<file path="config.mk">
export PLATFORM = sky130hd
export DESIGN_NAME = retire_map
export DESIGN_NICKNAME = d
export VERILOG_FILES = /design/src/rtl/retire_map.sv
export SDC_FILE = /design/constraint.sdc
export NUM_CORES = 1
export LEC_CHECK = 0
export CORE_AREA = 2 2 317 193
export DETAILED_ROUTE_END_ITERATION = 8
export DIE_AREA = 0 0 319 195
export MAX_ROUTING_LAYER = met4
export SLEW_MARGIN = 10
export SYNTH_ARGS = -nofsm -noshare
export SYNTH_HDL_FRONTEND = slang
export SYNTH_SLANG_ARGS = --single-unit
</file>
<file path="constraint.sdc">
create_clock -name clk -period 3.86 [get_ports clk]
set_clock_uncertainty 0.05 [all_clocks]
set_input_delay 0.579 -clock clk [delete_from_list [all_inputs] [get_ports clk]]
set_output_delay 0.579 -clock clk [all_outputs]
set_load 0.05 [all_outputs]
</file>
<file path="src/rtl/retire_map.sv">
`default_nettype none
// ============================================================================
// Module   : retire_map
// Purpose  : Two-wide commit stage; keeps the retirement map, frees superseded
//            physical registers, detects halt/illegal, drives branch recovery.
// Revision : 1.0
// ============================================================================
module retire_map #(
    parameter int          PRF_IDX  = 6,
    parameter int          ARF_SZ   = 32,
    parameter int          ZERO_REG = 31,
    parameter logic [31:0] HALT_IR  = 32'h555
) (
    input  logic                        clk,
    input  logic                        reset,
    input  logic                        rt1_valid,
    input  logic                        rt2_valid,
    input  logic [2*PRF_IDX-1:0]        rt_pdest,
    input  logic [9:0]                  rt_adest,
    input  logic [63:0]                 rt_ir,
    input  logic [127:0]                rt_npc,
    input  logic [1:0]                  rt_illegal,
    input  logic                        branch_miss,
    input  logic [63:0]                 correct_target,
    output logic [1:0]                  free_valid,
    output logic [2*PRF_IDX-1:0]        free_pidx,
    output logic                        recover,
    output logic [63:0]                 recover_pc,
    output logic [ARF_SZ*PRF_IDX-1:0]   recover_map,
    output logic                        halted,
    output logic                        illegal_halt,
    output logic [63:0]                 halt_pc,
    output logic [63:0]                 retired_cnt
);

    localparam logic [4:0] c_zero = 5'(ZERO_REG);

    logic [PRF_IDX-1:0] r_map [ARF_SZ];

    logic [4:0]         w_a1, w_a2;
    logic [PRF_IDX-1:0] w_p1, w_p2;
    logic               w_halt1, w_halt2;
    logic               w_s1_eff, w_s2_eff;
    logic               w_s1_commit, w_s2_commit;
    logic               w_s1_upd, w_s2_upd;
    logic               w_s1_stop, w_s2_stop;
    logic [PRF_IDX-1:0] w_free1, w_free2;

    always_comb begin
        w_a1    = rt_adest[4:0];
        w_a2    = rt_adest[9:5];
        w_p1    = rt_pdest[PRF_IDX-1:0];
        w_p2    = rt_pdest[2*PRF_IDX-1:PRF_IDX];
        w_halt1 = (rt_ir[31:0] == HALT_IR);
        w_halt2 = (rt_ir[63:32] == HALT_IR);

        w_s1_eff    = rt1_valid && !halted;
        // A branch miss flushes whatever sits in slot 2 this cycle.
        w_s2_eff    = rt2_valid && w_s1_eff && !w_halt1 && !rt_illegal[0] && !branch_miss;
        w_s1_commit = w_s1_eff && !rt_illegal[0];
        w_s2_commit = w_s2_eff && !rt_illegal[1];
        w_s1_upd    = w_s1_commit && (w_a1 != c_zero);
        w_s2_upd    = w_s2_commit && (w_a2 != c_zero);
        w_s1_stop   = w_s1_eff && (w_halt1 || rt_illegal[0]);
        w_s2_stop   = w_s2_eff && (w_halt2 || rt_illegal[1]);

        w_free1 = r_map[w_a1];
        // Same-cycle write to the same register: slot 2 supersedes slot 1's pdest.
        w_free2 = (w_s1_upd && (w_a1 == w_a2)) ? w_p1 : r_map[w_a2];
    end

    always_ff @(posedge clk) begin
        if (reset) begin
            for (int i = 0; i < ARF_SZ; i++) begin
                r_map[i] <= PRF_IDX'(i);
            end
            free_valid   <= '0;
            free_pidx    <= '0;
            recover      <= 1'b0;
            recover_pc   <= '0;
            halted       <= 1'b0;
            illegal_halt <= 1'b0;
            halt_pc      <= '0;
            retired_cnt  <= '0;
        end else begin
            if (w_s1_upd) r_map[w_a1] <= w_p1;
            if (w_s2_upd) r_map[w_a2] <= w_p2;

            free_valid <= {w_s2_upd, w_s1_upd};
            free_pidx  <= {w_s2_upd ? w_free2 : '0, w_s1_upd ? w_free1 : '0};

            recover <= w_s1_commit && branch_miss;
            if (w_s1_commit && branch_miss) recover_pc <= correct_target;

            if (w_s1_stop) begin
                halted       <= 1'b1;
                illegal_halt <= rt_illegal[0];
                halt_pc      <= rt_npc[63:0];
            end else if (w_s2_stop) begin
                halted       <= 1'b1;
                illegal_halt <= rt_illegal[1];
                halt_pc      <= rt_npc[127:64];
            end

            retired_cnt <= retired_cnt + 64'(w_s1_commit) + 64'(w_s2_commit);
        end
    end

    generate
        for (genvar g = 0; g < ARF_SZ; g++) begin : g_map
            assign recover_map[g*PRF_IDX +: PRF_IDX] = r_map[g];
        end
    endgenerate

endmodule
`default_nettype wire
</file>
==> results.ini <==
[outcome]
status=complete, no violations

[setup_path]
r2r_start=halted$_SDFFE_PP0P_
crit_chain=clkdlybuf4s50_1, nor4_2, nand4_1, buf_4, o2111ai_1, nor2_1, fa_1, ha_1, nand2_1, nor3_1, nand3_1, buf_12, buf_4, o31ai_1, a21oi_1
reg2reg_slack_ns=0.78
cp-end-kind=flop
worstRegToRegCells=11
cpPeakStageDelay_ns=0.52
cp_max_fo=22
r2r_end=retired_cnt[50]$_SDFF_PP0_
cpMostUsedCell=buf_4
crit_type=in -> reg
cp_num_buf_inv=4
cp_data_required_time_ns=4.32
slowest_stage=nor4_2
startpoint_type=input pin
critPathArrivalTime_ns=3.89
cp_top_family=simple AND/OR/NAND/NOR gates

[power]
p_switching_w=0.003299
intPower_w=0.007910
p_seq_frac=0.420
power_w=0.01121
power_leakage_nw=10.48
power.density_nw_per_um2=369.1
switching_share=0.2943
pwr-share-clk=0.397
ir_worst_vdd_mv=0.2652
power_frac_comb=0.183

[global_route]
use_met1=0.4519
antenna_found_initial=7
use_met3=0.09552
overflow=0
grt_max_degree=150
grt_pass1_vias=19420
grt_usage=0.3238
busiest_layer=met2
grt_pass1_wl_um=142300
globalRouteMet2Util=0.4612

[synthesis]
synth_edf_count=192
synth.ff_latch_count=401
synth_area_per_cell_um2=10.14
ys.warnings.count=0
synthDistinctLibCells=61
yosysTopAreaCell=edfxtp_1
synth.top_cell.area_share=0.2800
yosysSeqAreaShare=0.4833
synthesis.area_um2=20590
synth_common_cells=nor2_1 (232), nand2_1 (228), dfxtp_1 (209)
synthArstFlopShare=0
synthCells=2030
yosysMostFrequentCell=nor2_1
ys_top_cells_by_area=edfxtp_1 (28%), dfxtp_1 (20%), mux4_2 (11%)
synth_ff_type=dfxtp_1

[placement]
io_buffers=685
post-dp-hpwl_um=77040
dp_cells=3446
gp_congestion=1.071

[floorplan]
die_y_um=195
placementRows=69
initial_utilization=0.3487
die_w_um=319
io_pins=686
die_area_um2=62210
core_area_um2=59050

[finish]
instances_no_fill=3529
area_delta_synth_final_pct=47.51
drive_above_1_share=0.1450
postLayoutCoreUtil=0.5143
fin_nets=2997

[cts]
post-cts-setup-buffers=0
cts_buffer_depth=3
cts.sinks=401
cts_buffers=43
clk_pin_slew_ns=0.06
cts_root_buf=clkbuf_16
clk_latency_ns=0.62
cts_max_level=2
tritoncts=built
postCtsHoldBufs=0

[routing]
vias=20660
first_pass_iters=7
ant_nets=0
drt_iter0_markers=2968
drt-wirelength-per-cell_um=28.78
wl_um=101600
avgViaCountPerCell=5.854
route.detailed.drc=0

[sta]
fmax_mhz=291.3
hold_violations=0
rsz0062_at_grt=no
min_period_over_period=0.8893
worst_hold_slack_ns=0.2983
tightestPinTransition_ns=1.043
relSlewSlack=0.3048
period_minus_slack_ns=3.433
setup_viol=0
finalSetupTns_ns=0
maxSlewViolCount=0

[hold_path]
min_from=reset
whs_endpoint=recover$_SDFF_PP0_
hold_class=in -> reg
min_path_cells=3

[flow_run]
cap_violations=0

[per-layer routing]
| layer | vias up | wire length (um) |
|---|---|---|
| met2 | 1279 | 43770 |
| met3 | 159 | 12590 |
| li1 | 9027 | - |
| met4 | 0 | 2269 |
| met5 | - | 0 |
| met1 | 10190 | 42950 |
[cell families (layout without fill, tap and decap cells)]
logic type	after synthesis	after routing	synth area share
other	2	10	0.0003648
AOI/OAI and AO/OA	486	486	0.1568
and+or+nand+nor	747	747	0.1692
buffers and inverters	208	918	0.03908
adders and majority gates	2	2	0.001580
muxes	151	151	0.1356
xor gates and xnor gates	33	33	0.01404
DFF	401	401	0.4833
[metrics by stage]
step	setup WS, ns	instance area [um^2]
2_1_floorplan	0.4048	20600
3_3_place_gp	-0.4460	28870
3_5_place_dp	-0.4248	28870
4_1_cts	0.1955	30350
5_1_grt	0.3054	30370
6_report	0.4274	30370
[cell usage in the layout, fill, tap and decap left out, types with 5 or more instances in the layout]
cell               n
nand2_1          227
nor2b_1           14
buf_4            125
o2111ai_1         24
xnor2_1           16
nand3_1          109
or3_1             17
o21a_1             8
o21ai_0           90
mux2i_1           48
a211oi_1          18
or4_1             21
o31ai_1           22
and4_1             5
nor3_1            22
clkinvlp_4         5
clkbuf_8           9
and2_1             5
inv_1             19
nor2_1           232
dfxtp_1          209
edfxtp_1         192
nor4_1            12
mux4_2           102
clkbuf_16         45
a22oi_1           24
a21oi_1          166
conb_1             6
and3_1            10
clkdlybuf4s50_1  679
xor2_1            17
o221a_2           64
or2_2              6
a31oi_1           59
buf_12            11
nand4_1           31
clkbuf_1           5
[sequential cells by signal, summed over array words and instances (netlist names)]
| signal | flops |
|---|---|
| r_map | 192 |
| halt_pc | 64 |
| recover_pc | 64 |
| retired_cnt | 64 |
| free_pidx | 12 |
| free_valid | 2 |
| halted | 1 |
| illegal_halt | 1 |
| recover | 1 |
[power by group through the flow]
| stage | Clock [W] | Sequential (W) | Combinational [W] |
|---|---|---|---|
| floorplan | 0 | 0.00525 | 0.000569 |
| finish | 0.00445 | 0.00471 | 0.00205 |
| CTS | 0.00452 | 0.00470 | 0.00202 |
| detailed placement | 0 | 0.00479 | 0.00201 |
| global route | 0.00466 | 0.00472 | 0.00211 |
| global placement | 0 | 0.00479 | 0.00200 |
[worst max path at each step]
stage	slack, ns	endpoint	cells after the start	from
2_1_floorplan	0.40	retired_cnt[46]$_SDFF_PP0_	13	rt_ir[5]
3_3_place_gp	-0.45	retired_cnt[62]$_SDFF_PP0_	15	rt_ir[12]
3_5_place_dp	-0.42	retired_cnt[56]$_SDFF_PP0_	15	rt_ir[25]
4_1_cts	0.20	retired_cnt[56]$_SDFF_PP0_	15	rt_ir[25]
5_1_grt	0.31	retired_cnt[62]$_SDFF_PP0_	15	rt_ir[13]
6_report	0.43	retired_cnt[56]$_SDFF_PP0_	15	rt_ir[12]
[worst reg2reg max path: cells and delay by family (launching register included)]
family	cells	cell delay, ns
and+or+nand+nor	6	1.55
buffers and inverters	1	0.21
DFF	1	0.37
AOI/OAI and AO/OA	2	0.37
adders and majority gates	2	0.46
[area by class of cell]
class	instances	area (um^2)
Tap cell	781	977.2
Inverter	20	75.07
Timing Repair Buffer	819	7981
Antenna cell	4	10.01
Clock inverter	20	210.2
Sequential cell	401	9950
Clock buffer	59	1269
Multi-Input combinational cell	1425	9898
Fill cell	5304	28680
[repair_timing]
action | in CTS | in global routing
resized for setup | 0 | 2
hold endpoints to repair | 0 | 0
endpoints found under the setup margin | 0 | 4
(Power assumes the default switching activity.)
